[src/rtl/partition_op_issuer.sv]
// Single-outstanding instruction issuer for the partition core: decode, one-cycle start pulse, await completion, respond.
// Optional op_done watchdog enabled by defining PARTITION_ISSUER_TIMEOUT_EN.
module partition_op_issuer #(
  parameter int REGION_WIDTH   = 64,
  parameter int TIMEOUT_CYCLES = 16
) (
  input  logic                    clk,
  input  logic                    rst_n,
  input  logic                    in_valid,
  output logic                    in_ready,
  input  logic [79:0]             in_instr,
  output logic [7:0]              op,
  output logic                    op_valid,
  output logic [REGION_WIDTH-1:0] pnew_region,
  output logic [7:0]              psplit_module_id,
  output logic [REGION_WIDTH-1:0] psplit_mask,
  output logic [7:0]              pmerge_m1,
  output logic [7:0]              pmerge_m2,
  input  logic                    op_done,
  input  logic [7:0]              core_result_id,
  output logic                    resp_valid,
  input  logic                    resp_ready,
  output logic [7:0]              resp_opcode,
  output logic [7:0]              resp_module_id,
  output logic [1:0]              resp_status,
  output logic                    busy,
  output logic                    halted,
  output logic [15:0]             issued_count
);

  localparam logic [7:0] OP_PNEW   = 8'h00;
  localparam logic [7:0] OP_PSPLIT = 8'h01;
  localparam logic [7:0] OP_PMERGE = 8'h02;
  localparam logic [7:0] OP_MDLACC = 8'h05;
  localparam logic [7:0] OP_HALT   = 8'hFF;

  localparam logic [1:0] ST_OK      = 2'b00;
  localparam logic [1:0] ST_HALTED  = 2'b01;
  localparam logic [1:0] ST_ILLEGAL = 2'b10;
  localparam logic [1:0] ST_TIMEOUT = 2'b11;

  if (TIMEOUT_CYCLES < 1 || REGION_WIDTH < 8 || REGION_WIDTH > 64) begin : g_bad_params
    $error("partition_op_issuer: parameter out of range");
  end

  typedef enum logic [2:0] {S_IDLE, S_ISSUE, S_WAIT, S_RESP, S_HALT} state_e;

  state_e                  state_q, state_d;
  logic [7:0]              op_q, op_d;
  logic [REGION_WIDTH-1:0] pnew_region_q, pnew_region_d;
  logic [7:0]              psplit_module_id_q, psplit_module_id_d;
  logic [REGION_WIDTH-1:0] psplit_mask_q, psplit_mask_d;
  logic [7:0]              pmerge_m1_q, pmerge_m1_d;
  logic [7:0]              pmerge_m2_q, pmerge_m2_d;
  logic [7:0]              resp_opcode_q, resp_opcode_d;
  logic [7:0]              resp_module_id_q, resp_module_id_d;
  logic [1:0]              resp_status_q, resp_status_d;
  logic                    halted_q, halted_d;
  logic [15:0]             issued_count_q, issued_count_d;

  logic [7:0]  in_opcode;
  logic [7:0]  in_arg0;
  logic [63:0] in_region;

  assign in_opcode = in_instr[79:72];
  assign in_arg0   = in_instr[71:64];
  assign in_region = in_instr[63:0];

`ifdef PARTITION_ISSUER_TIMEOUT_EN
  localparam int TW = $clog2(TIMEOUT_CYCLES + 1);
  localparam logic [TW-1:0] TIMER_LAST = TW'(TIMEOUT_CYCLES - 1);
  logic [TW-1:0] timer_q, timer_d;
`endif

  always_comb begin
    state_d            = state_q;
    op_d               = op_q;
    pnew_region_d      = pnew_region_q;
    psplit_module_id_d = psplit_module_id_q;
    psplit_mask_d      = psplit_mask_q;
    pmerge_m1_d        = pmerge_m1_q;
    pmerge_m2_d        = pmerge_m2_q;
    resp_opcode_d      = resp_opcode_q;
    resp_module_id_d   = resp_module_id_q;
    resp_status_d      = resp_status_q;
    halted_d           = halted_q;
    issued_count_d     = issued_count_q;
`ifdef PARTITION_ISSUER_TIMEOUT_EN
    timer_d            = timer_q;
`endif

    case (state_q)
      S_IDLE: begin
        if (in_valid && !halted_q) begin
          op_d             = in_opcode;
          resp_opcode_d    = in_opcode;
          resp_module_id_d = 8'h00;
          case (in_opcode)
            OP_PNEW: begin
              pnew_region_d = in_region[REGION_WIDTH-1:0];
              state_d       = S_ISSUE;
            end
            OP_PSPLIT: begin
              psplit_module_id_d = in_arg0;
              psplit_mask_d      = in_region[REGION_WIDTH-1:0];
              state_d            = S_ISSUE;
            end
            OP_PMERGE: begin
              pmerge_m1_d = in_arg0;
              pmerge_m2_d = in_region[7:0];
              state_d     = S_ISSUE;
            end
            OP_MDLACC: state_d = S_ISSUE;
            OP_HALT: begin
              resp_status_d = ST_HALTED;
              halted_d      = 1'b1;
              state_d       = S_RESP;
            end
            default: begin
              resp_status_d = ST_ILLEGAL;
              state_d       = S_RESP;
            end
          endcase
        end
      end
      S_ISSUE: begin
        issued_count_d = issued_count_q + 16'd1;
        state_d        = S_WAIT;
`ifdef PARTITION_ISSUER_TIMEOUT_EN
        timer_d        = '0;
`endif
      end
      S_WAIT: begin
        if (op_done) begin
          resp_module_id_d = core_result_id;
          resp_status_d    = ST_OK;
          state_d          = S_RESP;
        end
`ifdef PARTITION_ISSUER_TIMEOUT_EN
        // The last permitted WAIT cycle has passed without completion.
        else if (timer_q == TIMER_LAST) begin
          resp_module_id_d = 8'hFF;
          resp_status_d    = ST_TIMEOUT;
          state_d          = S_RESP;
        end else begin
          timer_d = timer_q + 1'b1;
        end
`endif
      end
      S_RESP: begin
        if (resp_ready) state_d = halted_q ? S_HALT : S_IDLE;
      end
      S_HALT:  state_d = S_HALT;
      default: state_d = S_IDLE;
    endcase
  end

  always_ff @(posedge clk or negedge rst_n) begin
    if (!rst_n) begin
      state_q            <= S_IDLE;
      op_q               <= '0;
      pnew_region_q      <= '0;
      psplit_module_id_q <= '0;
      psplit_mask_q      <= '0;
      pmerge_m1_q        <= '0;
      pmerge_m2_q        <= '0;
      resp_opcode_q      <= '0;
      resp_module_id_q   <= '0;
      resp_status_q      <= '0;
      halted_q           <= 1'b0;
      issued_count_q     <= '0;
`ifdef PARTITION_ISSUER_TIMEOUT_EN
      timer_q            <= '0;
`endif
    end else begin
      state_q            <= state_d;
      op_q               <= op_d;
      pnew_region_q      <= pnew_region_d;
      psplit_module_id_q <= psplit_module_id_d;
      psplit_mask_q      <= psplit_mask_d;
      pmerge_m1_q        <= pmerge_m1_d;
      pmerge_m2_q        <= pmerge_m2_d;
      resp_opcode_q      <= resp_opcode_d;
      resp_module_id_q   <= resp_module_id_d;
      resp_status_q      <= resp_status_d;
      halted_q           <= halted_d;
      issued_count_q     <= issued_count_d;
`ifdef PARTITION_ISSUER_TIMEOUT_EN
      timer_q            <= timer_d;
`endif
    end
  end

  assign in_ready         = (state_q == S_IDLE) && !halted_q;
  assign op_valid         = (state_q == S_ISSUE);
  assign resp_valid       = (state_q == S_RESP);
  assign busy             = (state_q != S_IDLE);
  assign op               = op_q;
  assign pnew_region      = pnew_region_q;
  assign psplit_module_id = psplit_module_id_q;
  assign psplit_mask      = psplit_mask_q;
  assign pmerge_m1        = pmerge_m1_q;
  assign pmerge_m2        = pmerge_m2_q;
  assign resp_opcode      = resp_opcode_q;
  assign resp_module_id   = resp_module_id_q;
  assign resp_status      = resp_status_q;
  assign halted           = halted_q;
  assign issued_count     = issued_count_q;

endmodule

[config.mk]
export PLATFORM = sky130hd
export DESIGN_NAME = partition_op_issuer
export DESIGN_NICKNAME = d
export VERILOG_FILES = /design/src/rtl/partition_op_issuer.sv
export SDC_FILE = /design/constraint.sdc
export NUM_CORES = 1
export LEC_CHECK = 0
export ABC_AREA = 1
export CELL_PAD_IN_SITES_DETAIL_PLACEMENT = 0
export CELL_PAD_IN_SITES_GLOBAL_PLACEMENT = 2
export CORE_MARGIN = 3
export CORE_UTILIZATION = 26
export DETAILED_ROUTE_END_ITERATION = 12
export PLACE_DENSITY_LB_ADDON = 0.25
export SLEW_MARGIN = 25
export SYNTH_ARGS = -nofsm -noshare
export SYNTH_HDL_FRONTEND = slang
export SYNTH_SLANG_ARGS = --single-unit
[constraint.sdc]
create_clock -name clk -period 1.6 [get_ports clk]
set_input_delay 0.32 -clock clk [delete_from_list [all_inputs] [get_ports clk]]
set_output_delay 0.32 -clock clk [all_outputs]
set_load 0.02 [all_outputs]
Yosys cells after proc, flatten, opt, wreduce, memory -nomap -nowiden
Index checks and enable logic that the tools add are counted.

storage, ports and cells
  memories = 0
  register bits = 190
  memory bits (writable) = 0
  word-level logic and storage cells = 53
  latch bits = 0
  memory bits (read-only) = 0
  bits of input ports = 93

cells by class
  bitwise gates (word level) = 0
  reduce and logical (&&, ||, !) cells = 16
  equality and inequality tests = 12
  div/mod/pow operators = 0
  shift operators = 0
  order comparisons = 0
  $add $sub $neg = 1
  mux-type cells = 13
  $mul = 0

operators with widths
  operator                                             number
  AND reduction 3 bit                                  6
  adder 16 x 1 -> 16 bit, second input constant        1
  2-to-1 mux 8 bit                                     2
  one-hot mux 8 bit (2 select lines)                   1
  one-hot mux 3 bit (5 select lines)                   1
  2-to-1 mux 3 bit                                     4
  equality test 8 x 1 -> 1 bit, second input constant  1
  equality test 8 x 2 -> 1 bit, second input constant  1
  equality test 8 x 3 -> 1 bit, second input constant  1
  equality test 8 bit, second input constant           1
  logical NOT 8 bit                                    1
  one-hot mux 2 bit (2 select lines)                   2
  equality test 3 x 2 -> 1 bit, second input constant  2
  2-to-1 mux 2 bit                                     3
  != test 2 bit, second input constant                 3
  AND reduction 4 bit                                  1
  OR reduction 4 bit                                   1
  equality test 3 x 1 -> 1 bit, second input constant  1
  equality test 3 bit, second input constant           1
  logical NOT 3 bit                                    1
  nonzero test 3 bit                                   1
  logical AND 1 bit                                    2
  != test 2 x 1 -> 1 bit, second input constant        1
  AND reduction 2 bit                                  1
  2 further kinds                                      2

Longest topological paths before layout
Gate-level depths: netlist (run 1).

  depth in word-level cells = 5
  gate-level depth with buffers = 10
  depth with buffers taken out = 10

Least setup slack after synthesis (run 1)
No wires, ideal clock.

  path kind = reg-to-reg
  start = register state_q[0]
  end = register pnew_region_q[10], in the netlist pnew_region[10]
  arrival = 1.565 ns
  clock period less this slack = 1.683 ns
  path buffers = 2
  cell stages (with the launch flop) = 11
  setup slack = -0.083 ns
  library setup time = 0.118 ns
  required time = 1.482 ns
  cells stage by stage = dfrtp_1 > nor2_2 > nand2_2 > nor2_4 > nand2_4 > inv_4 > nand2_2 > buf_4 > buf_6 > nand2_1 > o21ai_2

on the way
  longest elaborated chain between the ends = 2

ends and longest elaborated chain
  element                               line  source
  start, declared                       48    state_e state_q, state_d;
  start signal, assigned                176   state_q <= state_d;
  logical NOT 3 bit                     92    case (state_q)
  AND reduction 3 bit (no source line)  -
  end signal, assigned                  178   pnew_region_q <= pnew_region_d;
  end, declared                         50    logic [REGION_WIDTH-1:0] pnew_region_q, pnew_region_d;

No other way between the ends.
A chain may end at the register's enable or synchronous reset.

Final worst setup path (run 1)
  start = register state_q[2]
  end = output port op_valid

on the way
  longest elaborated chain between the ends = 1

ends and longest elaborated chain
  element                       line  source
  equality test 3 x 1 -> 1 bit  195   assign op_valid = (state_q == S_ISSUE);
  end, declared                 13    output logic op_valid,

No other way between the ends.

==> results of run 1 <==
## power by group
group | internal (mW) | leakage [nW] | switching [mW] | total [mW]
Sequential | 5.22 | 2.61 | 0.339 | 5.56
Combinational | 1.47 | 4.24 | 2.03 | 3.50
Clock | 2.12 | 0.286 | 2.22 | 4.34
## sequential cells by signal, indices dropped and copies added (netlist names)
register          cells
issued_count         16
resp_status           2
resp_opcode           8
pmerge_m1             8
psplit_mask          64
halted                1
state_q               3
pnew_region          64
psplit_module_id      8
pmerge_m2             8
resp_module_id        8
## stage by stage
step	worst slack (ns)	utilization, %	hold slack, ns	TNS [ns]	power, mW
after floorplan	-0.0691	-	0.0244	-7.19	7.29
after global placement	-0.286	38.6	0.259	-32.58	9.19
after detailed placement	-0.284	38.6	0.261	-32.01	9.19
after CTS	-0.117	39.9	0.339	-0.382	13.3
after global routing	-0.146	45.7	0.356	-10.93	14.1
final	-0.0585	45.7	0.343	-0.346	13.4
## synthesized netlist by cell type (2+ instances only)
cell,count
buf_4,9
buf_6,20
clkbuf_1,11
dfrtp_1,190
inv_1,93
nand2_1,237
nand2_2,3
nand2_4,2
nand3_1,17
nand4_1,4
nor2_1,36
nor2_2,2
nor3_1,3
o21ai_0,33
o21ai_1,58
o21ai_2,66
xnor2_1,4
xor2_1,8
## routing by layer
layer | wire length [um] | global-route usage, % | vias to the layer above | part of all wire (%)
met4 | 279 | 3.71 | 0 | 1.0
met1 | 12500 | 18.8 | 3261 | 45
met3 | 1270 | 3.66 | 20 | 4.6
li1 | - | - | 3292 | -
met5 | 0 | 0 | - | 0
met2 | 13800 | 23.2 | 174 | 50
## critical path, cell delays in order, from the launching register on
cell     delay, ns
dfrtp_1       0.40
buf_4         0.15
inv_4         0.06
nand3_2       0.11
inv_2         0.08
buf_6         0.11
## repair_timing
action / 4_1_cts / 5_1_grt
gates cloned: 0 / 37
buffers inserted: 2 / 8
pin swaps: 2 / 10
hold buffers: 1 / 0
hold endpoints to repair: 31 / 0
setup endpoints to repair: 200 / 153
resized for setup: 227 / 277
## worst max path at each step
stage | end | slack, ns | cells after the start
3_3_place_gp | pnew_region[40] | -0.29 | 9
4_1_cts | resp_valid | -0.12 | 5
2_1_floorplan | psplit_mask[62] | -0.07 | 10
5_1_grt | in_ready | -0.15 | 4
6_report | op_valid | -0.06 | 5
3_5_place_dp | pnew_region[40] | -0.28 | 9
## cells by family after synthesis
group	count (synthesis)
flip-flops	190
AO/OA/AOI/OAI	160
AND/OR/NAND/NOR	308
adder cells (fa/ha/maj)	1
buffers and inverters	135
XOR/XNOR	12
## cell type report
| class | instances | area share (%) |
|---|---|---|
| inverters | 94 | 2.71 |
| repair inverters | 1 | 0.120 |
| clock buffers | 18 | 3.16 |
| flip-flops and latches | 190 | 35.0 |
| repair buffers | 379 | 30.1 |
| multi-input cells | 486 | 24.1 |
| clock inverters | 14 | 1.22 |
| diodes | 1 | 0.0184 |
| well taps | 390 | 3.59 |
==> flow_metrics.py, run 1 <==
metrics = {
    "grt": {
        "grt_max_degree": 52,
        "grt_pass1_vias": 6325,
        "grt_pass1_wl_mm": 36.5,
        "track_usage_pct": 14.2,
        "antenna_found_initial": 0,
        "grt_overflow_total": 0,
    },
    "cts": {
        "cts.clk_slew.worst_paths_ns": 0.08,
        "clock_path_buffers": 2,
        "root_buffer": "clkbuf_16",
        "cts.sinks": 190,
        "cts_max_level": 4,
        "numCtsBuffers": 17,
        "clk_latency_ns": 0.43,
        "tritoncts": "done",
    },
    "synthesis": {
        "async_flop_share_pct": 100,
        "synthFlopType": "dfrtp_1",
        "yosys.area.top_type_share_pct": 60.5,
        "yosysTopAreaCell": "dfrtp_1",
        "synth_seq_cells": 190,
        "synthAdderAreaFrac_pct": 0.159,
        "syn_inst": 806,
        "synth_cell_types": 28,
        "synth_mux_area_share_pct": 0,
        "seq_area_frac_synth_pct": 60.5,
        "synth_edf_count": 0,
        "syn_area_um2": 7860,
        "yosysWarningCount": 0,
        "synth_nets": 900,
        "synth-compound-area-share_pct": 13.4,
        "synth_xor_area_share_pct": 1.34,
        "synth_top_cells_by_area": "dfrtp_1 60%, nand2_1 11%, o21ai_2 7.4%",
        "avgSynthCellArea_um2": 9.76,
        "synth_top_family_by_area": "simple AND/OR/NAND/NOR gates",
        "yosys.area_share.simple_pct": 15.8,
    },
    "place": {
        "port_buffers": 291,
        "dpl_cell_area_um2": 11500,
        "gp_congestion": 0.712,
        "place_inst": 1494,
        "dp_hpwl_mm": 17.0,
    },
    "worst_setup_path": {
        "r2r_start": "state_q[2]",
        "critPathMaxFanout": 3,
        "start_kind": "flop",
        "critPathKind": "flop to output port",
        "cp.required_ns": 1.28,
        "rr_worst_depth": 9,
        "crit_start": "state_q[2]",
        "crit_arrival_ns": 1.34,
        "reg2reg_to": "psplit_mask[18]",
        "worst-r2r-setup-slack_ns": -0.03,
        "cp-end-kind": "output port",
    },
    "routing": {
        "route.detailed.drc": 0,
        "viasPerCell": 4.29,
        "drtPass1Iterations": 4,
        "wl_mm": 27.9,
        "drtIter0Drc": 267,
        "num_vias": 6747,
        "postRouteAntennaNets": 0,
        "wl_per_cell_um": 17.7,
    },
    "floorplan": {
        "rows": 63,
        "io_pins": 292,
        "core_um2": 29700,
        "initial_utilization_pct": 26.5,
        "die_y_um": 180,
        "die_w_um": 180,
        "die-area_um2": 32400,
    },
    "timing": {
        "rsz0062_at_grt": "true",
        "period_share_pct": 104,
        "fmax_ghz": 0.603,
        "layout_setup_ws_ns": -0.0585,
        "finalSetupViolations": 21,
        "slew_headroom_pct": 77.6,
        "final_hold_viol_count": 0,
        "worst_pin_slew_ns": 0.336,
        "drv_slew": 0,
        "min_period_ns": 1.66,
        "skew_ns": 0.0127,
    },
    "pwr": {
        "p_leak_nw": 7.14,
        "ir_worst_vdd_uv": 555,
        "powerDensity_nw_per_um2": 986,
    },
    "hold_path": {
        "holdCritPathClass": "input port to asynchronous set/reset pin",
    },
    "status": {
        "violations": "setup timing",
        "status": "finished, violations left",
    },
    "flow_run": {
        "drv_cap": 0,
    },
    "finish": {
        "syn2layout_area_growth_pct": 72.9,
        "stdcell_area_um2": 13600,
        "fillers": 2917,
        "drive_gt1_share_pct": 30.8,
        "final_net_count": 1263,
        "mostFrequentLayoutCell": "dfrtp_1",
        "ff_latch_area_um2": 4750,
        "multiInputGateArea_um2": 3270,
        "layout_common_cells": "190 x dfrtp_1, 183 x dlygate4sd2_1, 152 x nand2_1",
        "stdcell_count": 1573,
    },
}
(Power assumes the default switching activity.)
==> run 2: changes to the inputs <==
Settings changed: CORE_UTILIZATION 26 to 27, CTS_BUF_LIST set to sky130_fd_sc_hd__clkbuf_4 sky130_fd_sc_hd__clkbuf_8.
==> flow_metrics.py, run 2 (synthesized netlist as in run 1, its figures left out) <==
metrics = {
    "grt": {
        "antenna_found_initial": 0,
        "grt_pass1_vias": 7026,
        "grt_pass1_wl_mm": 41.9,
        "grt_overflow_total": 0,
        "grt_max_degree": 41,
        "track_usage_pct": 17.4,
    },
    "cts": {
        "cts.clk_slew.worst_paths_ns": 0.11,
        "cts.sinks": 190,
        "cts_max_level": 4,
        "numCtsBuffers": 17,
        "tritoncts": "done",
        "clock_path_buffers": 2,
        "clk_latency_ns": 0.46,
        "root_buffer": "clkbuf_8",
    },
    "worst_setup_path": {
        "start_kind": "flop",
        "crit_arrival_ns": 2.12,
        "critPathKind": "flop to flop",
        "rr_worst_depth": 12,
        "reg2reg_to": "pnew_region[43]",
        "r2r_start": "state_q[2]",
        "cp.required_ns": 1.95,
        "critPathMaxFanout": 7,
        "cp-end-kind": "flop",
        "worst-r2r-setup-slack_ns": -0.18,
    },
    "routing": {
        "drtPass1Iterations": 4,
        "wl_mm": 27.4,
        "drtIter0Drc": 272,
        "wl_per_cell_um": 17.5,
        "route.detailed.drc": 0,
        "postRouteAntennaNets": 0,
        "num_vias": 6820,
        "viasPerCell": 4.35,
    },
    "floorplan": {
        "rows": 61,
        "initial_utilization_pct": 27.8,
        "die-area_um2": 31200,
        "io_pins": 292,
        "die_w_um": 177,
        "die_y_um": 177,
        "core_um2": 28200,
    },
    "timing": {
        "slew_headroom_pct": 73.7,
        "skew_ns": 0.0174,
        "worst_pin_slew_ns": 0.395,
        "rsz0062_at_grt": "true",
        "period_share_pct": 111,
        "drv_slew": 0,
        "fmax_ghz": 0.563,
        "finalSetupViolations": 163,
        "finalSetupTns_ns": -18.08,
        "layout_setup_ws_ns": -0.176,
        "min_period_ns": 1.78,
        "final_hold_viol_count": 0,
        "timing.hold.ws_ns": 0.345,
    },
    "finish": {
        "syn2layout_area_growth_pct": 72.0,
        "layout_common_cells": "185 x dfrtp_1, 115 x nand2_1, 112 x o21ai_2",
        "final_net_count": 1272,
        "n_antenna_cell": 0,
        "mostFrequentLayoutCell": "dfrtp_1",
        "drive_gt1_share_pct": 37.1,
    },
    "pwr": {
        "finalPower_mw": 12.4,
        "p_leak_nw": 6.83,
        "powerDensity_nw_per_um2": 919,
        "ir_worst_vdd_uv": 660,
    },
    "place": {
        "port_buffers": 291,
        "dp_hpwl_mm": 17.2,
        "gp_congestion": 0.751,
    },
    "flow_run": {
        "drv_cap": 0,
    },
    "hold_path": {
        "holdCritPathClass": "input port to asynchronous set/reset pin",
    },
    "status": {
        "status": "finished, violations left",
        "violations": "setup timing",
    },
}
[run 2: changes by cell type in the layout (fill, tap and decap cells not counted), moves of 9 or more]
cell and change:
buf_16 +15, clkbuf_16 -34, clkbuf_2 +35, clkbuf_8 +17, clkdlybuf4s15_1 +30, dlygate4sd2_1 -72
nand2_1 -37, nand2_2 +24, nand2_4 +11, o21ai_0 +9, o21ai_2 -14
[run 2: stage by stage]
step | instances | setup WS, ns | area (um2) | utilization (%)
2_1_floorplan | 806 | -0.0691 | 7870 | -
3_3_place_gp | 1488 | -0.251 | 11500 | 40.6
3_5_place_dp | 1488 | -0.268 | 11500 | 40.6
4_1_cts | 1567 | -0.217 | 12900 | 45.8
5_1_grt | 1568 | -0.254 | 13500 | 47.9
6_report | 1568 | -0.176 | 13500 | 47.9
[run 2: worst max path at each step]
stage                 endpoint          from  cells past startpoint  slack, ns
5_1_grt        pnew_region[26]    state_q[2]                     12      -0.25
6_report       pnew_region[43]    state_q[2]                     12      -0.18
2_1_floorplan  psplit_mask[62]    state_q[0]                     10      -0.07
4_1_cts                   busy    state_q[0]                      5      -0.22
3_3_place_gp   psplit_mask[11]  in_instr[74]                      8      -0.25
3_5_place_dp      pmerge_m1[7]  in_instr[77]                      9      -0.27
[run 2: layout make-up]
cell class              count  area (um2)
flip-flops and latches    190        4760
well taps                 378         473
inverters                  94         360
repair buffers            390        4180
multi-input cells         485        3360
clock inverters            14         149
clock buffers              17         234
fillers                  2722       14700
[run 2: worst max-delay path, cell delays in order (launching register included)]
cell	delay (ns)
dfrtp_1	0.42
nor2_2	0.15
nand2_2	0.10
nor2_4	0.12
buf_6	0.12
nand2_8	0.06
inv_8	0.08
buf_12	0.11
buf_12	0.10
nand2_8	0.11
buf_16	0.20
nand2_4	0.05
o21ai_2	0.04
[run 2: power by group]
part | leakage, nW | switching, mW | internal [mW] | total, mW
Clock | 0.189 | 1.98 | 1.29 | 3.27
Combinational | 4.03 | 2.02 | 1.56 | 3.58
Sequential | 2.61 | 0.346 | 5.23 | 5.57
[run 2: layer usage]
metal  track usage [%]  vias up  part of all wire [%]
li1                  -     3325                     -
met1              22.9     3314                    44
met2              29.2      167                    50
met3              4.42       14                   5.2
met4              3.50        0                  0.94
met5                 0        -                     0
[run 2: repair_timing]
item | CTS | global route
cloned | 26 | 6
hold buffers | 1 | 0
pin swaps | 3 | 9
gates resized for setup | 367 | 315
setup buffers | 21 | 6
hold endpoints to repair | 30 | 0
setup endpoints to repair | 341 | 212
